--- config.mk ---
export PLATFORM = sky130hd
export DESIGN_NAME = ysyx_22040386_mem_arb
export DESIGN_NICKNAME = d
export VERILOG_FILES = /design/src/rtl/ysyx_22040386_arb_pkg.sv /design/src/rtl/ysyx_22040386_arb_pick.sv /design/src/rtl/ysyx_22040386_mem_arb.sv
export SDC_FILE = /design/constraint.sdc
export NUM_CORES = 1
export LEC_CHECK = 0
export CORE_AREA = 2 2 208 210
export CTS_BUF_LIST = sky130_fd_sc_hd__clkbuf_8
export DETAILED_ROUTE_END_ITERATION = 10
export DIE_AREA = 0 0 210 212
export PLACE_DENSITY_LB_ADDON = 0.08
export SYNTH_ARGS = -nofsm -noshare
export SYNTH_HDL_FRONTEND = slang
export SYNTH_SLANG_ARGS = --single-unit
--- constraint.sdc ---
create_clock -name i_ARB_clk -period 3.9 [get_ports i_ARB_clk]
set_input_delay 0.78 -clock i_ARB_clk [delete_from_list [all_inputs] [get_ports i_ARB_clk]]
set_output_delay 0.78 -clock i_ARB_clk [all_outputs]
set_load 0.02 [all_outputs]
--- src/rtl/ysyx_22040386_arb_pkg.sv ---
// Shared types for the IFU/LSU data-memory arbiter.
//   ARB_ADDR_W / ARB_DATA_W : default address/data widths
//   arb_state_e             : sequencer states IDLE -> ISSUE -> WAIT -> RESP
//   arb_owner_e             : transaction owner (OWN_IF=0, OWN_LS=1)
//   other_owner()           : the requester that is not the given one
package ysyx_22040386_arb_pkg;

   localparam int unsigned ARB_ADDR_W = 64;
   localparam int unsigned ARB_DATA_W = 64;

   typedef enum logic [1:0] {
      IDLE  = 2'd0,
      ISSUE = 2'd1,
      WAIT  = 2'd2,
      RESP  = 2'd3
   } arb_state_e;

   typedef enum logic {
      OWN_IF = 1'b0,
      OWN_LS = 1'b1
   } arb_owner_e;

   function automatic arb_owner_e other_owner(input arb_owner_e o);
      return (o == OWN_IF) ? OWN_LS : OWN_IF;
   endfunction

endpackage

--- src/rtl/ysyx_22040386_arb_pick.sv ---
// Combinational grant selection between IFU and LSU.
// Build option: YSYX_22040386_ARB_RR_EN selects round-robin on ties
// (the requester not granted last wins); otherwise LSU wins every tie.
// Ports:
//   if_valid_i   : IFU request pending
//   ls_valid_i   : LSU request pending
//   last_owner_i : owner of the most recent grant
//   grant_c_o    : some request may be granted
//   owner_c_o    : which requester gets the grant
module ysyx_22040386_arb_pick
   import ysyx_22040386_arb_pkg::*;
(
   input  logic       if_valid_i,
   input  logic       ls_valid_i,
   input  arb_owner_e last_owner_i,
   output logic       grant_c_o,
   output arb_owner_e owner_c_o
);

`ifndef YSYX_22040386_ARB_RR_EN
   // Fixed priority ignores history.
   logic unused_last_owner;
   assign unused_last_owner = last_owner_i;
`endif

   // Grant decision
   always_comb begin
      grant_c_o = if_valid_i | ls_valid_i;
      owner_c_o = OWN_IF;
      if (if_valid_i && ls_valid_i) begin
`ifdef YSYX_22040386_ARB_RR_EN
         owner_c_o = other_owner(last_owner_i);
`else
         owner_c_o = OWN_LS;
`endif
      end else if (ls_valid_i) begin
         owner_c_o = OWN_LS;
      end
   end

endmodule

--- src/rtl/ysyx_22040386_mem_arb.sv ---
// Arbiter/sequencer for the single data-memory port shared by IFU and LSU.
// One transaction at a time: accept (IDLE) -> issue with valid/ready (ISSUE)
// -> wait for response (WAIT) -> one-cycle response to the owner (RESP).
// Build option: YSYX_22040386_ARB_RR_EN (round-robin ties, see arb_pick).
// Ports:
//   i_ARB_clk, i_ARB_rst_n           : clock, async active-low reset
//   i_ARB_if_* / o_ARB_if_*          : IFU fetch request and response
//   i_ARB_ls_* / o_ARB_ls_*          : LSU load/store request and response
//   o_ARB_mem_* / i_ARB_mem_*        : memory-side request and response
// The *_ready outputs are combinational (decoded in IDLE); all others are flops.
module ysyx_22040386_mem_arb
   import ysyx_22040386_arb_pkg::*;
#(
   parameter int unsigned ADDR_W = ARB_ADDR_W,
   parameter int unsigned DATA_W = ARB_DATA_W
) (
   input  logic                  i_ARB_clk,
   input  logic                  i_ARB_rst_n,
   input  logic                  i_ARB_if_valid,
   input  logic [ADDR_W-1:0]     i_ARB_if_addr,
   output logic                  o_ARB_if_ready,
   output logic                  o_ARB_if_rvalid,
   output logic [DATA_W-1:0]     o_ARB_if_rdata,
   input  logic                  i_ARB_ls_valid,
   input  logic                  i_ARB_ls_wen,
   input  logic [ADDR_W-1:0]     i_ARB_ls_addr,
   input  logic [DATA_W-1:0]     i_ARB_ls_wdata,
   input  logic [DATA_W/8-1:0]   i_ARB_ls_wmask,
   output logic                  o_ARB_ls_ready,
   output logic                  o_ARB_ls_rvalid,
   output logic [DATA_W-1:0]     o_ARB_ls_rdata,
   output logic                  o_ARB_mem_valid,
   input  logic                  i_ARB_mem_ready,
   output logic                  o_ARB_mem_wen,
   output logic [ADDR_W-1:0]     o_ARB_mem_addr,
   output logic [DATA_W-1:0]     o_ARB_mem_wdata,
   output logic [DATA_W/8-1:0]   o_ARB_mem_wmask,
   input  logic                  i_ARB_mem_rvalid,
   input  logic [DATA_W-1:0]     i_ARB_mem_rdata
);

   localparam int unsigned MASK_W = DATA_W / 8;

   arb_state_e          state_q, state_d;
   arb_owner_e          owner_q, owner_d;
   arb_owner_e          last_q, last_d;
   logic                wen_q, wen_d;
   logic [ADDR_W-1:0]   addr_q, addr_d;
   logic [DATA_W-1:0]   wdata_q, wdata_d;
   logic [MASK_W-1:0]   wmask_q, wmask_d;
   logic                mem_valid_q, mem_valid_d;
   logic                if_rvalid_q, if_rvalid_d;
   logic                ls_rvalid_q, ls_rvalid_d;
   logic [DATA_W-1:0]   rdata_q, rdata_d;

   logic                pick_grant;
   arb_owner_e          pick_owner;
   logic                accept_c;

   ysyx_22040386_arb_pick u_pick (
      .if_valid_i   (i_ARB_if_valid),
      .ls_valid_i   (i_ARB_ls_valid),
      .last_owner_i (last_q),
      .grant_c_o    (pick_grant),
      .owner_c_o    (pick_owner)
   );

   // Acceptance handshake: only in IDLE, only to the picked owner.
   assign accept_c       = (state_q == IDLE) && pick_grant;
   assign o_ARB_if_ready = accept_c && (pick_owner == OWN_IF);
   assign o_ARB_ls_ready = accept_c && (pick_owner == OWN_LS);

   // Next-state and registered-output logic
   always_comb begin
      state_d     = state_q;
      owner_d     = owner_q;
      last_d      = last_q;
      wen_d       = wen_q;
      addr_d      = addr_q;
      wdata_d     = wdata_q;
      wmask_d     = wmask_q;
      mem_valid_d = mem_valid_q;
      if_rvalid_d = 1'b0;
      ls_rvalid_d = 1'b0;
      rdata_d     = rdata_q;

      case (state_q)
         IDLE: begin
            if (pick_grant) begin
               state_d     = ISSUE;
               owner_d     = pick_owner;
               last_d      = pick_owner;
               mem_valid_d = 1'b1;
               if (pick_owner == OWN_LS) begin
                  wen_d   = i_ARB_ls_wen;
                  addr_d  = i_ARB_ls_addr;
                  wdata_d = i_ARB_ls_wdata;
                  // Loads never carry a byte mask.
                  wmask_d = i_ARB_ls_wen ? i_ARB_ls_wmask : '0;
               end else begin
                  wen_d   = 1'b0;
                  addr_d  = i_ARB_if_addr;
                  wdata_d = '0;
                  wmask_d = '0;
               end
            end
         end
         ISSUE: begin
            if (i_ARB_mem_ready) begin
               mem_valid_d = 1'b0;
               state_d     = WAIT;
            end
         end
         WAIT: begin
            if (i_ARB_mem_rvalid) begin
               state_d     = RESP;
               // Store acknowledgements return zero data.
               rdata_d     = wen_q ? '0 : i_ARB_mem_rdata;
               if_rvalid_d = (owner_q == OWN_IF);
               ls_rvalid_d = (owner_q == OWN_LS);
            end
         end
         RESP: begin
            state_d = IDLE;
         end
         default: begin
            state_d = IDLE;
         end
      endcase
   end

   // State and output registers
   always_ff @(posedge i_ARB_clk or negedge i_ARB_rst_n) begin
      if (!i_ARB_rst_n) begin
         state_q     <= IDLE;
         owner_q     <= OWN_IF;
         last_q      <= OWN_IF;
         wen_q       <= 1'b0;
         addr_q      <= '0;
         wdata_q     <= '0;
         wmask_q     <= '0;
         mem_valid_q <= 1'b0;
         if_rvalid_q <= 1'b0;
         ls_rvalid_q <= 1'b0;
         rdata_q     <= '0;
      end else begin
         state_q     <= state_d;
         owner_q     <= owner_d;
         last_q      <= last_d;
         wen_q       <= wen_d;
         addr_q      <= addr_d;
         wdata_q     <= wdata_d;
         wmask_q     <= wmask_d;
         mem_valid_q <= mem_valid_d;
         if_rvalid_q <= if_rvalid_d;
         ls_rvalid_q <= ls_rvalid_d;
         rdata_q     <= rdata_d;
      end
   end

   assign o_ARB_mem_valid = mem_valid_q;
   assign o_ARB_mem_wen   = wen_q;
   assign o_ARB_mem_addr  = addr_q;
   assign o_ARB_mem_wdata = wdata_q;
   assign o_ARB_mem_wmask = wmask_q;
   assign o_ARB_if_rvalid = if_rvalid_q;
   assign o_ARB_ls_rvalid = ls_rvalid_q;
   assign o_ARB_if_rdata  = rdata_q;
   assign o_ARB_ls_rdata  = rdata_q;

endmodule

# After elaboration in Yosys (flattened, before gate mapping)
# Cells that the tools add are included.
# op_classes
eq_ne	6
bitwise_logic	3
n_mux	19
reduce_logical	10
# ops
op	n
$mux 64	3
$mux 8	2
$mux 1	9
$pmux 2 s4	1
$mux 2	3
$ne 2x2->1 const B	3
$reduce_and 3->1	2
$eq 2x2->1 const B	2
$logic_and 1x1->1	4
$reduce_and 2->1	2
$eq 2x1->1 const B	1
$logic_not 2->1	1
$not 1->1	2
$pmux 1 s2	1
$reduce_bool 2->1	1
$or 1x1->1	1
# word_totals
wordCells	48
register_bits	207
inputBits	271

# Depth between registers and ports, before layout
# logic_depth
word_depth	4
mapped_depth	8
mapped_depth_nobuf	5

# Modules after synthesis
# From an unflattened synthesis, not the netlist that was laid out.
# hier_totals
cells_unflattened	949
area_unflattened_um2	9318.9
# modules_own_cells
mod	seq_area_each_um2	area_each_um2	cells_each	instances
ysyx_22040386_mem_arb	5180.0	9308.9	947	1
ysyx_22040386_arb_pick	0.0	10.0	2	1

# Least setup slack after synthesis
# No wires, ideal clock.
# synth_path
kind	input to output
start	input i_ARB_ls_valid
end	output o_ARB_if_ready
path_stages	6
slack_ps	1415
n_path_buf	4
t_arrival_ps	1705
cell_sequence	buf_4 o21ai_4 buf_4 buf_6 buf_4 nor2_1
# synth_between
elab_chain_len	4
# synth_lines
element	line	source
from (decl)	ysyx_22040386_mem_arb.sv:24	input logic i_ARB_ls_valid,
$mux 1 or $logic_and 1x1->1 (tied branches)	ysyx_22040386_arb_pick.sv:36, ysyx_22040386_arb_pick.sv:30	
$mux 1	ysyx_22040386_arb_pick.sv:30	if (if_valid_i && ls_valid_i) begin
$not 1->1	ysyx_22040386_mem_arb.sv:70	assign o_ARB_if_ready = accept_c && (pick_owner == OWN_IF);
$logic_and 1x1->1 *	ysyx_22040386_mem_arb.sv:70	
to (decl)	ysyx_22040386_mem_arb.sv:21	output logic o_ARB_if_ready,
# Mark *: on every way between the ends. The rest lies on a longest branch, timed or not.

# Worst setup path in the final report
# layout_path
start	register state_q[0]
end	output o_ARB_if_ready
# layout_between
elab_chain_len	3
# layout_lines
element	line	source
from (decl)	ysyx_22040386_mem_arb.sv:44	arb_state_e state_q, state_d;
from (signal assigned)	ysyx_22040386_mem_arb.sv:147	state_q <= state_d;
$logic_not 2->1	ysyx_22040386_mem_arb.sv:69	assign accept_c = (state_q == IDLE) && pick_grant;
$logic_and 1x1->1	ysyx_22040386_mem_arb.sv:69	
$logic_and 1x1->1	ysyx_22040386_mem_arb.sv:70	
# Every way passes these cells.

==> impl_metrics.tcl <==
set metrics [dict create \
    io_buffers 540 \
    ys_seq_area_share_pct 56.3 \
    drive_gt1_share_pct 4.63 \
    final.setup.tns_ps 0 \
    grt_pass1_wl_um 52600 \
    startpoint_type "flip-flop" \
    initialDrtViolationCount 243 \
    clkLatencyLatePin_ps 600 \
    post_cts_buffers 0 \
    yosysMostFrequentCell "nand2_1" \
    worstPathArrival_ps 2370 \
    die_y_um 212 \
    slew_violations 0 \
    max_stage_delay_ps 700 \
    vias 8059 \
    cpLargestDelayFamily "buffers and inverters" \
    ant_nets 0 \
    maxCapViolCount 0 \
    path_depth 5 \
    syn_inst 946 \
    cts_buffers 42 \
    postLayoutCoreUtil_pct 36.1 \
    synth_mux_area_share_pct 7.08 \
    slowest_stage "clkdlybuf4s50_1" \
    dr.pass1.iters 4 \
    synth-simple-area-share_pct 18.7 \
    finalHoldViolations 0 \
    timing.fmax_ghz 0.317 \
    rsz0062_at_grt "false" \
    ioPinCount 541 \
    coreArea_mm2 0.0425 \
    status "complete, no violations" \
    gp_congestion 0.728 \
    die_x_um 210 \
    grt_start_max_net_pins 204 \
    powerDensity_mw_per_mm2 780 \
    ctsHtreeMaxLevel 2 \
    worst_pin_slew_ps 895 \
    cts_resized 0 \
    path_buf_inv 2 \
    cts.sinks 207 \
    cp-end-kind "primary output" \
    worst-setup-path-type "reg -> out" \
    cp-startpoint "state_q[0]$_DFFE_PN0P_" \
    route.detailed.wl_per_inst_um 18.3 \
    synthesis.nets 1221 \
    cp_max_fo 4 \
    synth.distinct_cells 24 \
    synth_top_family_by_area "simple AND/OR/NAND/NOR gates" \
    die_area_mm2 0.0445 \
    ys_ff_latch 207 \
    hp-class "in -> async" \
    p_leak_uw 0.00688 \
    grt_overflow_total 0 \
    final.period_utilization_pct 80.8 \
    synth_common_cells "nand2_1, dfrtp_1, o21ai_0" \
    cts-root-buf "clkbuf_8" \
    cp.required_ps 3120 \
    drcViolationCount 0 \
    timing.rr.end "o_ARB_mem_wmask[2]$_DFFE_PN0N_" \
    worstRegToRegCells 5 \
    hpwl_um 26000 \
    fp-row-count 76 \
    synth_xor_area_share_pct 0 \
    cts_tree "yes" \
    first_global_vias 8142 \
    grt_antenna_before_repair 4 \
    wl_um 36100 \
    netlist.area_leader.share_pct 56.3 \
    synthFlopType "dfrtp_1" \
    setup_viol 0 \
    ir_drop_uv 448 \
    async_flop_share_pct 100 \
    synth_edf_count 0 \
    syn_area_mm2 0.00921 \
    slew_headroom_pct 40.3 \
    cts_max_path_buffers 3 \
    fin_crit_ps 3150 \
    finClkSkew_ps 15.8 \
    ys_warn_count 0 \
    syn_to_final_growth_pct 66.8 \
    vias_per_cell 4.08 \
    clkSlewWorstSetupHoldPaths_ps 60 \
    synthTopCellsByArea "dfrtp_1, nand2_1, mux2i_1, o21ai_0, buf_4" \
    avgSynthCellArea_um2 9.73 \
    r2r_slack_ps 1520 \
    layout.nets 1684 \
    grt_usage_pct 15.9 \
    crit_chain "inv_1 > ha_2 > o21ai_4 > nor2_1 > clkdlybuf4s50_1" \
    synth_compound_area_share_pct 8.51 \
    cts_hold_buf 0 \
    synthAdderAreaFrac_pct 0.544 \
    regToRegStartpoint "state_q[0]$_DFFE_PN0P_" \
    yosys.area.top_type "dfrtp_1" \
    start_util_pct 21.7 \
]
[cell usage in the layout (no fill, tap or decap), types with 4 or more instances in the layout]
master and instances:
buf_12 4, inv_1 13, buf_4 5, nand2_1 256
mux2i_1 64, a22o_1 9, o21ai_0 128, nand3_1 64
nand2b_1 65, clkbuf_8 48, dfrtp_1 207, clkdlybuf4s50_1 538
[per-layer routing]
layer / global-route usage [%] / vias up / share of wire, %
li1: - / 3954 / -
met1: 18.1 / 3694 / 40
met2: 26.9 / 353 / 49
met3: 6.16 / 56 / 8.7
met4: 5.89 / 2 / 2.9
met5: 0 / - / 0.036
[state kept, by name, indices dropped and copies added, names as in the netlist]
register         count
o_ARB_mem_wdata     64
o_ARB_ls_rvalid      1
o_ARB_if_rvalid      1
o_ARB_mem_valid      1
o_ARB_mem_addr      64
owner_q              1
o_ARB_if_rdata      64
state_q              2
o_ARB_mem_wen        1
o_ARB_mem_wmask      8
[cell families (layout without fill, tap and decap cells)]
| kind of cell | count (synthesis) | after routing |
|---|---|---|
| AOI/OAI and AO/OA | 144 | 144 |
| muxes | 65 | 65 |
| and+or+nand+nor | 392 | 392 |
| adders and majority gates | 4 | 4 |
| buffers and inverters | 134 | 614 |
| DFF | 207 | 207 |
| other | 0 | 3 |
[worst max-delay path by stage]
stage                     endpoint  slack (ps)
floorplan           o_ARB_if_ready        1410
global placement    o_ARB_if_ready         650
detailed placement  o_ARB_if_ready         670
CTS                 o_ARB_if_ready         610
global route        o_ARB_if_ready         580
finish              o_ARB_if_ready         750
[final cells by class]
cell class	count	area, um2
diodes	3	7.51
multi-input cells	605	3220
inverters	4	15.0
flip-flops and latches	207	5180
well taps	546	683
clock buffers	48	661
clock inverters	13	62.6
fillers	4404	27200
repair buffers	549	5530
[stage by stage]
stage / area, um2 / setup WS (ps) / power (uW) / std cells / hold slack [ps]
2_1_floorplan: 9210 / 1410 / 7030 / 946 / 419
3_3_place_gp: 14600 / 652 / 10000 / 1911 / 449
3_5_place_dp: 14600 / 672 / 10100 / 1911 / 455
4_1_cts: 15300 / 612 / 12200 / 1972 / 214
5_1_grt: 15400 / 578 / 12800 / 1974 / 251
6_report: 15400 / 749 / 12000 / 1975 / 206
[worst register-to-register path, delay by kind of cell, from the launching register on]
kind	cells	cell delay [ps]
adders and majority gates	1	260
buffers and inverters	2	760
AOI/OAI and AO/OA	1	210
and+or+nand+nor	1	680
DFF	1	390
[where the power goes]
| part | leakage, uW | internal [uW] | switching, uW |
|---|---|---|---|
| Sequential | 0.00262 | 3100 | 607 |
| Clock | 0.000402 | 1100 | 969 |
| Combinational | 0.00385 | 2820 | 3390 |
No activity file was read; power rests on OpenSTA's default activity.
